### config.mk
export PLATFORM = sky130hd
export DESIGN_NAME = ph_bht_predictor
export DESIGN_NICKNAME = d
export VERILOG_FILES = /design/src/rtl/ph_bht_predictor.sv
export SDC_FILE = /design/constraint.sdc
export NUM_CORES = 2
export LEC_CHECK = 0
export CORE_MARGIN = 3
export CORE_UTILIZATION = 50
export CTS_BUF_LIST = sky130_fd_sc_hd__clkbuf_4 sky130_fd_sc_hd__clkbuf_8
export DETAILED_ROUTE_END_ITERATION = 10
export DONT_BUFFER_PORTS = 1
export PLACE_DENSITY = 0.61
export SYNTH_ARGS = -nofsm -noshare
export SYNTH_HDL_FRONTEND = slang
export SYNTH_SLANG_ARGS = --single-unit
### constraint.sdc
create_clock -name clk_i -period 50.9 [get_ports clk_i]
set_input_delay 10.18 -clock clk_i [delete_from_list [all_inputs] [get_ports clk_i]]
set_output_delay 10.18 -clock clk_i [all_outputs]
set_load 0.05 [all_outputs]
### src/rtl/ph_bht_predictor.sv
// Private-history branch history table: per-entry local history selects one of
// 2**HIST_LEN saturating 2-bit counters. Same-cycle lookup, registered training, sequential flush.
module ph_bht_predictor #(
  parameter int unsigned VLEN       = 32,
  parameter int unsigned NR_ENTRIES = 32,
  parameter int unsigned HIST_LEN   = 3,
  parameter int unsigned RVC        = 1
) (
  input  logic            clk_i,
  input  logic            rst_i,
  input  logic            flush_i,
  input  logic            debug_mode_i,
  input  logic            vpc_valid_i,
  input  logic [VLEN-1:0] vpc_i,
  output logic            pred_valid_o,
  output logic            pred_taken_o,
  output logic            busy_o,
  input  logic            upd_valid_i,
  input  logic [VLEN-1:0] upd_pc_i,
  input  logic            upd_taken_i
);
  localparam int unsigned IDX_W = (NR_ENTRIES > 1) ? $clog2(NR_ENTRIES) : 1;
  localparam int unsigned OFF   = (RVC != 0) ? 1 : 2;
  localparam int unsigned NCNT  = 1 << HIST_LEN;

  typedef enum logic {S_IDLE, S_FLUSH} state_e;

  logic [HIST_LEN-1:0] r_hist [NR_ENTRIES];
  logic [1:0]          r_cnt  [NR_ENTRIES][NCNT];
  state_e              r_state;
  logic [IDX_W-1:0]    r_fcnt;

  logic [IDX_W-1:0]    w_lk_idx, w_up_idx;
  logic [HIST_LEN-1:0] w_lk_h, w_up_h, w_hist_nxt;
  logic [1:0]          w_up_cnt, w_cnt_nxt;
  logic                w_upd_en;
  logic                w_unused;

  // Upper PC bits never reach the index; aliasing between them is intended.
  assign w_unused = ^{vpc_i, upd_pc_i};

  assign w_lk_idx = vpc_i[OFF+IDX_W-1:OFF];
  assign w_lk_h   = r_hist[w_lk_idx];

  assign pred_taken_o = r_cnt[w_lk_idx][w_lk_h][1];
  assign pred_valid_o = vpc_valid_i & (r_state == S_IDLE);
  assign busy_o       = (r_state == S_FLUSH);

  assign w_upd_en = upd_valid_i & ~debug_mode_i & (r_state == S_IDLE);
  assign w_up_idx = upd_pc_i[OFF+IDX_W-1:OFF];
  assign w_up_h   = r_hist[w_up_idx];
  assign w_up_cnt = r_cnt[w_up_idx][w_up_h];

  always_comb begin
    w_cnt_nxt = w_up_cnt;
    if (upd_taken_i) begin
      if (w_up_cnt != 2'b11) w_cnt_nxt = w_up_cnt + 2'b01;
    end else begin
      if (w_up_cnt != 2'b00) w_cnt_nxt = w_up_cnt - 2'b01;
    end
  end

  generate
    if (HIST_LEN == 1) begin : g_hist1
      assign w_hist_nxt = upd_taken_i;
    end else begin : g_histn
      assign w_hist_nxt = {w_up_h[HIST_LEN-2:0], upd_taken_i};
    end
  endgenerate

  always_ff @(posedge clk_i or posedge rst_i) begin
    if (rst_i) begin
      for (int e = 0; e < NR_ENTRIES; e++) begin
        r_hist[e] <= '0;
        for (int c = 0; c < NCNT; c++) r_cnt[e][c] <= 2'b01;
      end
      r_state <= S_IDLE;
      r_fcnt  <= '0;
    end else begin
      case (r_state)
        S_IDLE: begin
          // A training write in the flush-request cycle still lands; the flush wipes it later.
          if (w_upd_en) begin
            r_cnt[w_up_idx][w_up_h] <= w_cnt_nxt;
            r_hist[w_up_idx]        <= w_hist_nxt;
          end
          if (flush_i) begin
            r_state <= S_FLUSH;
            r_fcnt  <= '0;
          end
        end
        S_FLUSH: begin
          r_hist[r_fcnt] <= '0;
          for (int c = 0; c < NCNT; c++) r_cnt[r_fcnt][c] <= 2'b01;
          if (flush_i)                               r_fcnt  <= '0;
          else if (r_fcnt == IDX_W'(NR_ENTRIES - 1)) r_state <= S_IDLE;
          else                                       r_fcnt  <= r_fcnt + 1'b1;
        end
        default: r_state <= S_IDLE;
      endcase
    end
  end

`ifndef SYNTHESIS
  generate
    if (NR_ENTRIES < 2 || (NR_ENTRIES & (NR_ENTRIES - 1)) != 0) begin : g_bad_entries
      $error("NR_ENTRIES must be a power of 2 and >= 2");
    end
    if (HIST_LEN < 1 || HIST_LEN > 4) begin : g_bad_hist
      $error("HIST_LEN must be in 1..4");
    end
  endgenerate

  always_ff @(posedge clk_i) begin
    if (!rst_i)
      assert (!$isunknown({pred_valid_o, pred_taken_o, busy_o}))
        else $error("X on predictor outputs");
  end
`endif
endmodule

Yosys cells after proc, flatten, opt, wreduce, memory -nomap -nowiden
Index checks and enable logic that the tools add are counted.
- bitwise logic cells: 36
- magnitude comparators: 8
- mux-type cells: 59
- equal/unequal tests: 5
- reduce and logical (&&, ||, !) cells: 5
- $add $sub $neg: 3
- operators by type and width (kind ; number):
    $and 256x256->256 ; 8
    $not 256->256 ; 8
    $or 256x256->256 ; 8
    $pmux 512 s2 ; 1
    $demux 16 s5 ; 9
    $bwmux 512 ; 1
    $mux 512 ; 1
    $pmux 96 s2 ; 1
    $bmux 16 s5 ; 2
    $and 96x96->96 ; 1
    $bwmux 96 ; 1
    $mux 16 ; 6
    $mux 96 ; 1
    $not 96->96 ; 1
    $bmux 3 s5 ; 2
    $demux 3 s5 ; 2
    $ge 6x6->1 const B ; 3
    $mux 2 ; 9
    $mux 3 ; 6
    $not 5->6 ; 3
    $mux 5 ; 3
    $mux 14 ; 1
    $bmux 2 s3 ; 2
    $lt 6x1->1 const B ; 2
    23 further kinds ; 34
- input bits: 71
- logic and storage cells: 406
- output and inout bits: 3
- register bits after elaboration: 614

Logic depth before layout (Yosys ltp)
- depth in word-level cells: 15
- mapped depth: 16

Worst setup path before layout
Ideal clock, no wire load.
- path kind: input-to-output
- start: in vpc_i[1]
- end: out pred_taken_o
- data arrival time: 13.800 ns
- slack: 26.920 ns
- path buffers: 2
- cell stages on the path: 9
- path through: buf_2 -> buf_2 -> mux4_2 -> mux4_2 -> mux2i_1 -> mux2i_1 -> a211oi_1 -> a21oi_1 -> o21ai_0
- word-level cells in the longest chain between the ends: 8
- RTL lines (item ; RTL line ; source):
    start, declared ; 14 ; input logic [VLEN-1:0] vpc_i,
    $not 5->6 (implied by the code) (*) ; 43, 45 ;
    $bmux 3 s5 ; 43 ; assign w_lk_h = r_hist[w_lk_idx];
    $mux 3 (implied by the code) (2 in series) ; 43 ;
    $not 3->4 (implied by the code) ; 45 ; assign pred_taken_o = r_cnt[w_lk_idx][w_lk_h][1];
    $bmux 2 s3 (*) ; 45 ;
    $mux 2 (implied by the code) (*) (2 in series) ; 45 ;
    end, declared ; 16 ; output logic pred_taken_o,
Every way passes the cells marked *; elsewhere a longest branch is shown, timed or not. The select of a mux whose other input is x is not followed.

Final worst setup path
Ends and elaborated chain as after synthesis.

==> flow_metrics.env <==
export IMPL_combPwrFrac_pct=8.1
export IMPL_grt_pass1_wl_um=202400
export IMPL_ys_flop_type="dfrtp_1"
export IMPL_yosysTopAreaCellShare_pct=27.57
export IMPL_routedWlPerCell_um=34.63
export IMPL_antenna_left=0
export IMPL_rsz0062_at_grt="false"
export IMPL_cp_data_arrival_time_ps=13500
export IMPL_die_y_um=260.9
export IMPL_row_count=92
export IMPL_p_leak_uw=0.01391
export IMPL_post_cts_buffers=0
export IMPL_drive_above_1_share_pct=21.13
export IMPL_final_cell_mix="o21ai_0 (533), o21ai_1 (472), dfrtp_1 (358), mux2i_1 (317), nand2_1 (313)"
export IMPL_yosys_area_top_type="dfrtp_1"
export IMPL_clk_path_buf_depth=3
export IMPL_antenna_found_initial=12
export IMPL_setup_viol=0
export IMPL_synth_distinct_cells=57
export IMPL_clock_latency_ps=740
export IMPL_syn_area_um2=32490
export IMPL_syn_inst=3211
export IMPL_endpoint_kind="output port"
export IMPL_failed_checks="max-slew violations"
export IMPL_hold_buffers=0
export IMPL_fin_crit_ps=23680
export IMPL_path_max_fanout=88
export IMPL_fmax_mhz=42.22
export IMPL_maxCapViolations=0
export IMPL_port_buffers=0
export IMPL_tightestPinTransition_ps=2194
export IMPL_drt_iter0_markers=4467
export IMPL_cts_tree="built"
export IMPL_route_vias_total=29340
export IMPL_cp_required_ps=40720
export IMPL_status="finished with violations"
export IMPL_swShare_pct=25.69
export IMPL_final_common_cell="o21ai_0"
export IMPL_ctsRootBufferMaster="clkbuf_8"
export IMPL_drcViolationCount=0
export IMPL_synthTopCellsByArea="dfrtp_1 (28%), dfstp_2 (21%), mux2i_1 (9.8%)"
export IMPL_hp_class="flip-flop to flip-flop"
export IMPL_routed_via_density=7.145
export IMPL_dr_pass1_iters=8
export IMPL_die_area_um2=68080
export IMPL_vdd_drop_max_v=0.00002149
export IMPL_layout_nets=3232
export IMPL_yosysWarningCount=0
export IMPL_grt_max_degree=315
export IMPL_ys_seq_elements=614
export IMPL_synth_edff_count=0
export IMPL_hpwl_um=95880
export IMPL_hold_viol_final=0
export IMPL_post_cts_resize_count=0
export IMPL_syn_area_per_cell_um2=10.12
export IMPL_cts_max_level=3
export IMPL_relSlewSlack_pct=-46.27
export IMPL_core_um2=63660
export IMPL_seq_area_frac_synth_pct=48.27
export IMPL_sequentialPowerShare_pct=47.5
export IMPL_slew_violations=142
export IMPL_area_growth_pct=9.092
export IMPL_routed_wirelength_um=142200
export IMPL_start_util_pct=51.04
export IMPL_skew_ps=22.92
export IMPL_power_per_cell_area_nw_per_um2=31.81
export IMPL_clock_sinks=614
export IMPL_clock_power_share_pct=44.4
export IMPL_async_reset_ff_share_pct=100.0
export IMPL_path_clk_slew_ps=60
export IMPL_grt_ovfl_total=0
export IMPL_fin_area_um2=35450
export IMPL_startpoint_type="primary input"
export IMPL_cts_buffers=107
export IMPL_p_sw_uw=289.6
export IMPL_p_int_uw=837.7
export IMPL_die_x_um=260.9
export IMPL_place_area_um2=33030
export IMPL_routabilityCongestion=1.043
export IMPL_min_period_over_period_pct=46.53
export IMPL_synthesis_nets=3287
export IMPL_setup_tns_ps=0
export IMPL_path_class="primary input to output port"
export IMPL_first_global_vias=27870
export IMPL_io_pins=74
export IMPL_track_usage_pct=41.83
-- registers in the layout, summed over array words and instances, names as in the netlist --
signal / cells
busy_o: 1
r_cnt: 512
r_fcnt: 5
r_hist: 96
-- power by group through the flow --
stage          clock network, uW  registers (uW)  logic [uW]
2_1_floorplan                  0             539        73.0
3_3_place_gp                   0             541        85.5
3_5_place_dp                   0             543        87.6
4_1_cts                      503             535        87.8
5_1_grt                      527             538        95.0
6_report                     500             536        91.3
-- Yosys cell counts, types with 6 or more instances --
library cell    n
a21o_1         10
a22o_1         28
dfstp_2       256
o31ai_2         8
dfrtp_1       358
buf_2          81
nor2b_1        11
mux4_2        110
and2_1          8
clkbuf_1      106
and3_1         12
nand3b_1       17
nand3_1        95
buf_1          12
o31ai_1        12
nor2_1        128
o22ai_1       162
nor4_1         32
buf_4          26
or4_1           8
o21ai_1       471
nand2_1       313
mux2i_1       317
nor3_1          6
buf_6          13
o21ai_0       534
-- cell families after synthesis --
group | Yosys count | share of synthesized area [%]
flops | 614 | 48.27
simple gates | 669 | 9.500
compound gates | 1246 | 20.70
fa+ha+maj | 7 | 0.2618
xor+xnor | 3 | 0.08088
mux | 429 | 17.46
buf+inv | 243 | 3.724
-- stage by stage --
stage               power (uW)  hold WS [ps]  instances  setup WS (ps)  util [%]
floorplan                611.9         466.4       3211          23950         -
global placement         626.9         479.7       3893          27500     51.88
detailed placement       630.3         498.3       3893          27500     51.88
CTS                       1126         509.4       4097          27500     55.65
global route              1160         531.5       4099          27370     55.66
finish                    1127         511.1       4106          27220     55.68
-- critical path, cell delays in order --
cell and delay [ps]:
mux4_2 600, mux4_2 490, mux2i_1 320, buf_4 290
nor2b_1 70, a211oi_1 600, a211oi_1 120, a21oi_1 370
o21ai_1 170, buf_4 220
-- metal layers --
layer | GRT usage [%] | vias to the layer above | part of all wire (%) | wire, um
li1 | - | 11950 | - | -
met1 | 54.05 | 14800 | 37 | 52640
met2 | 61.52 | 2110 | 43 | 61110
met3 | 12.78 | 472 | 12 | 17420
met4 | 26.17 | 6 | 7.7 | 11000
met5 | 0.4986 | - | 0.029 | 41
-- worst paths after layout --
kind / from / endpoint / slack [ps] / depth (start not counted)
setup / recovery: vpc_i[1] / pred_taken_o / 27220 / 10
max in group asynchronous: rst_i / r_cnt[219]$_DFFE_PP0P_ / 39210 / 3
min in group asynchronous: rst_i / r_hist[67]$_DFFE_PP0P_ / 9460 / 1
setup reg to reg: r_cnt[256]$_DFFE_PP1P_ / r_cnt[39]$_DFFE_PP0P_ / 45310 / 11
hold reg to reg: r_hist[73]$_DFFE_PP0P_ / r_hist[73]$_DFFE_PP0P_ / 510 / 1
hold / removal: r_hist[73]$_DFFE_PP0P_ / r_hist[73]$_DFFE_PP0P_ / 510 / 1
-- final cells by class --
class	count	area (um2)
Clock buffer	186	2253
Antenna cell	9	22.52
Tap cell	846	1059
Sequential cell	614	15690
Multi-Input combinational cell	2354	15670
Timing Repair Buffer	75	588.1
Fill cell	5585	28210
Clock inverter	18	145.1
Inverter	4	22.52
(Power assumes the default switching activity.)
